--- src/rtl/bit_balancer_pipe.sv ---
// Two-stage pipelined bit balancer: per-byte popcounts in S1, summed result plus
// balance/imbalance and a saturating ones accumulator in S2, valid/ready on both sides.
module bit_balancer_pipe #(
    parameter int unsigned WIDTH = 16,
    parameter int unsigned ACC_W = 12,
    localparam int unsigned CW = $clog2(WIDTH + 1)
) (
    input  logic                clk,
    input  logic                reset,
    input  logic                in_valid,
    output logic                in_ready,
    input  logic [WIDTH-1:0]    in_data,
    output logic                out_valid,
    input  logic                out_ready,
    output logic [CW-1:0]       count,
    output logic                balanced,
    output logic signed [CW:0]  imbalance,
    input  logic                acc_en,
    input  logic                acc_clr,
    output logic [ACC_W-1:0]    acc_total,
    output logic                acc_sat
);
    localparam int unsigned NB = WIDTH / 8;
    localparam int unsigned SW = ACC_W + 1;

    logic               advance;
    logic               s1_valid;
    logic               s2_load;
    logic [NB-1:0][3:0] byte_cnt_c;
    logic [NB-1:0][3:0] s1_cnt;
    logic [CW-1:0]      sum_c;
    logic [CW:0]        imb_c;
    logic [SW-1:0]      acc_sum_c;

    // Whole pipe moves in lockstep; a stalled output freezes every stage.
    assign advance  = !out_valid || out_ready;
    assign in_ready = advance;
    assign s2_load  = advance && s1_valid;

    // Per-byte popcount of the incoming word.
    always_comb begin
        byte_cnt_c = '0;
        for (int b = 0; b < int'(NB); b++) begin
            for (int i = 0; i < 8; i++) begin
                byte_cnt_c[b] = byte_cnt_c[b] + 4'(in_data[b*8 + i]);
            end
        end
    end

    // Sum of the registered byte counts and derived result fields.
    always_comb begin
        sum_c = '0;
        for (int b = 0; b < int'(NB); b++) begin
            sum_c = sum_c + CW'(s1_cnt[b]);
        end
        imb_c     = {sum_c, 1'b0} - (CW+1)'(WIDTH);
        acc_sum_c = SW'(acc_total) + SW'(sum_c);
    end

    // S1: byte counts only reload on a real word so idle data never goes X.
    always_ff @(posedge clk or negedge reset) begin
        if (!reset) begin
            s1_valid <= 1'b0;
            s1_cnt   <= '0;
        end else if (advance) begin
            s1_valid <= in_valid;
            if (in_valid) begin
                s1_cnt <= byte_cnt_c;
            end
        end
    end

    // S2: output register, holds the last valid result through bubbles and stalls.
    always_ff @(posedge clk or negedge reset) begin
        if (!reset) begin
            out_valid <= 1'b0;
            count     <= '0;
            balanced  <= 1'b0;
            imbalance <= '0;
        end else if (advance) begin
            out_valid <= s1_valid;
            if (s1_valid) begin
                count     <= sum_c;
                balanced  <= (sum_c == CW'(WIDTH / 2));
                imbalance <= imb_c;
            end
        end
    end

    // Accumulator: adds only when S2 loads, so a held result is never counted twice.
    always_ff @(posedge clk or negedge reset) begin
        if (!reset) begin
            acc_total <= '0;
            acc_sat   <= 1'b0;
        end else if (acc_clr) begin
            acc_total <= (s2_load && acc_en) ? ACC_W'(sum_c) : '0;
            acc_sat   <= 1'b0;
        end else if (s2_load && acc_en) begin
            if (acc_sum_c[ACC_W]) begin
                acc_total <= '1;
                acc_sat   <= 1'b1;
            end else begin
                acc_total <= acc_sum_c[ACC_W-1:0];
            end
        end
    end

endmodule

--- config.mk ---
export PLATFORM = sky130hd
export DESIGN_NAME = bit_balancer_pipe
export DESIGN_NICKNAME = d
export VERILOG_FILES = /design/src/rtl/bit_balancer_pipe.sv
export SDC_FILE = /design/constraint.sdc
export NUM_CORES = 1
export LEC_CHECK = 0
export BUFFER_PORTS_ARGS = -buffer_cell sky130_fd_sc_hd__buf_2
export CORE_AREA = 2 2 61 121
export DETAILED_ROUTE_END_ITERATION = 8
export DIE_AREA = 0 0 63 123
export PLACE_DENSITY = 0.46
export SYNTH_ARGS = -nofsm -noshare
export SYNTH_HDL_FRONTEND = slang
export SYNTH_SLANG_ARGS = --single-unit
--- constraint.sdc ---
create_clock -name clk -period 3.2 [get_ports clk]
set_clock_uncertainty 0.2 [all_clocks]
set_input_delay 0.64 -clock clk [delete_from_list [all_inputs] [get_ports clk]]
set_output_delay 0.64 -clock clk [all_outputs]
set_load 0.005 [all_outputs]
==> key figures <==
Run status
  – Status: complete, no violations

Place
  – DP HPWL: 3320 um
  – Port Buf Inserts: 47
  – Placed insts: 330
  – Gpl congestion: 0.762

Floorplanning
  – Starting density of the core: 0.294
  – Core Rows: 43
  – Die area: 0.00775 sq mm
  – Chip Width: 63 um
  – I/O pin cnt: 49
  – Core box area: 0.00683 sq mm
  – Die height: 123 um

Clock network
  – CTS Root Buffer Type: clkbuf_16
  – Clock transition at the registers of the reported paths: 0.05 ns
  – # hold bufs at CTS: 0
  – CTS tree: yes
  – Total CTS buffers: 5
  – Clock sinks: 31
  – H-tree depth: 2
  – Longest Clk Path Bufs: 2
  – Skew-Pair Late Insertion Delay: 0.27 ns

Drt
  – TritonRoute pass-1 iters: 4
  – Initial drt markers: 35
  – Routed wire length: 4340 um
  – WL/cell: 12.8 um
  – DR vias/cell: 4.72
  – Vias: 1605
  – Post-route DRC: 0
  – Detail Route Antenna Nets: 0

Finish
  – Share of cells above drive strength 1: 0.332
  – Area Overhead vs Synth: 28.6%
  – Commonest non-fill, non-tap cells in the layout: 45 x buf_2, 31 x dfrtp_1, 24 x inv_1, 14 x nand2_1, 13 x ha_1
  – Non-Filler Instances: 340
  – Layout Nets: 297
  – Filler Cell Count: 729
  – Flip-flop and latch area: 776 sq um
  – Area of the multi-input gates: 0.00114 sq mm
  – Commonest non-fill, non-tap cell in the layout: buf_2
  – Ant diodes: 0

Setup path
  – Most common cell on crit path: fa_1
  – Max FO, Critical Path: 2
  – WP data arrival: 3.13 ns
  – Worst R2R End: acc_total[11]$_DFFE_PN0P_
  – Buf/Inv on CP: 3
  – CP startpoint kind: input pin
  – Reg2Reg Depth: 10
  – Critical Path Max Stage Delay: 0.53 ns
  – Delay-heaviest family, CP: adder cells
  – R2R Setup Slk: 0.17 ns
  – Worst-path cell chain: buf_6 -> fa_1 -> inv_1 -> fa_1 -> fa_1 -> inv_2 -> ha_4 -> fa_2 -> mux2_4
  – Endpoint type of the worst setup path: flip-flop
  – Slowest-stage cell, CP: fa_1
  – FF-to-FF Start: s1_cnt[1]$_DFFE_PN0P_
  – WS Path Type: in2reg
  – WP data required: 3.16 ns

Power and ir drop
  – Pwr Total: 2.03 mW
  – PD cells: 788 mW/mm^2
  – Leak: 1.31 nW
  – Sw Ratio: 0.355
  – Flop pwr share: 0.281
  – Internal power: 1.31 mW
  – Logic pwr share: 0.476
  – Part of the power in the clock network: 0.243
  – Worst-case vdd ir drop: 275 uV
  – Sw Pwr: 0.721 mW

Hold path
  – Hold Crit Class: in2async

Global route
  – Vias in the first global route: 1580
  – First-pass GRT wire length: 7530 um
  – Global-route usage over all layers: 0.124
  – Pin count of the biggest net entering global routing: 32
  – Grt total ovfl: 0
  – Initial antenna violation count: 0

Synthesis
  – Register area share after synthesis: 0.387
  – Avg Inst Size Synth: 10.1 sq um
  – Most common flop cell mapped by yosys: dfrtp_1
  – Mapped Nets: 246
  – Post-Syn Instances: 198
  – EDFF count, synth: 0
  – Netlist area before placement: 0.00201 sq mm
  – Ys async rst share: 1.00
  – Synth cell types: 42
  – Synth Warn #: 0
  – Register bit total from synthesis: 31

STA
  – Final Hold Violating Endpoints: 0
  – Hold_ws: 0.200 ns
  – Final Cycle Share: 0.993
  – Tmin final: 3.18 ns
  – F_max: 315 MHz
  – RSZ-0062 raised after global routing: true
  – Max Slew Vio Count: 0
  – Setup-failing EPs final: 0
  – Actual slew at the worst max-slew pin: 0.700 ns
  – Rel. slew slack: 0.533

Job
  – Maximum capacitance violations: 0
repair_timing:
action,CTS,global route
pin swaps,0,0
resized for setup,0,16
buffers inserted,1,1
setup endpoints to repair,1,13
worst register-to-register path, stage by stage, from the launching register on:
cell	delay, ns
dfrtp_1	0.40
ha_1	0.29
a21o_1	0.17
a21oi_1	0.16
xnor2_1	0.21
ha_1	0.34
and3_1	0.22
a221o_1	0.35
and2_4	0.18
nor2b_4	0.14
a311oi_2	0.28
worst max-delay path by stage:
stage                       endpoint  cells after the start  startpoint  slack [ns]
2_1_floorplan  s1_cnt[1]$_DFFE_PN0P_                      8  in_data[0]       -0.11
4_1_cts        s1_cnt[1]$_DFFE_PN0P_                      9  in_data[0]      0.0009
3_5_place_dp   s1_cnt[1]$_DFFE_PN0P_                      9  in_data[0]       -0.29
3_3_place_gp   s1_cnt[1]$_DFFE_PN0P_                      9  in_data[0]       -0.25
5_1_grt        s1_cnt[1]$_DFFE_PN0P_                      9  in_data[0]       -0.05
6_report       s1_cnt[1]$_DFFE_PN0P_                      9  in_data[0]        0.02
sequential cells by signal (all words and copies together), names as in the netlist:
register / cells
s1_valid: 1
acc_total: 12
out_valid: 1
count: 5
acc_sat: 1
s1_cnt: 8
balanced: 1
imbalance: 2
layout make-up:
class | instances | area share
Multi-Input combinational cell | 132 | 0.444
Sequential cell | 31 | 0.301
Timing Repair Buffer | 53 | 0.113
Clock buffer | 8 | 0.0606
Tap cell | 90 | 0.0436
Inverter | 26 | 0.0378
routing by layer:
layer,GRT usage,share of wire,vias up,wire [um]
li1,-,-,775,-
met1,0.157,0.43,788,1870
met2,0.201,0.51,35,2200
met3,0.0291,0.046,7,198
met4,0.0542,0.016,0,69
met5,0,0,-,0
cells in the mapped netlist (2+ instances only):
master    count  area, sq um
buf_4         4         30.0
a21o_1        4         30.0
clkbuf_1      3         11.3
xor2_1        2         17.5
mux2_2        6         67.6
nor2_1       10         37.5
o32ai_1       2         17.5
a21oi_1      11         55.1
fa_1         10          200
a211oi_1      4         30.0
a31oi_1       3         18.8
inv_1        26         97.6
xnor2_1       6         52.6
o21ai_0      11         55.1
nand2_1      14         52.6
nand2b_1      3         18.8
and3_1        3         18.8
a22o_1        2         17.5
ha_1         16          200
a311oi_1      2         17.5
dfrtp_1      31          776
nor3_1        4         20.0
nand3_1       2         10.0
power groups by stage:
stage	clock network, mW	logic, mW	registers (mW)
global route	0.524	1.11	0.588
finish	0.494	0.967	0.571
CTS	0.512	0.936	0.573
global placement	0	0.906	0.575
detailed placement	0	0.917	0.577
floorplan	0	0.640	0.568
per-stage QoR:
| step | TNS, ns | utilization | instance area, sq um | setup slack, ns |
|---|---|---|---|---|
| 2_1_floorplan | -0.144 | - | 2010 | -0.109 |
| 3_3_place_gp | -0.831 | 0.342 | 2330 | -0.253 |
| 3_5_place_dp | -1.07 | 0.342 | 2330 | -0.291 |
| 4_1_cts | 0 | 0.366 | 2500 | 0.000858 |
| 5_1_grt | -0.0670 | 0.378 | 2580 | -0.0550 |
| 6_report | 0 | 0.378 | 2580 | 0.0234 |
kinds of logic (layout without fill, tap and decap cells):
| kind of cell | count (synthesis) | in the layout | share of synthesized area |
|---|---|---|---|
| xor+xnor | 8 | 8 | 0.0349 |
| compound gates | 45 | 45 | 0.145 |
| buf+inv | 35 | 87 | 0.0773 |
| flops | 31 | 31 | 0.387 |
| simple gates | 45 | 45 | 0.116 |
| other cells | 1 | 1 | 0.00187 |
| mux | 7 | 7 | 0.0387 |
| fa+ha+maj | 26 | 26 | 0.199 |
No activity file was read; power rests on OpenSTA's default activity.
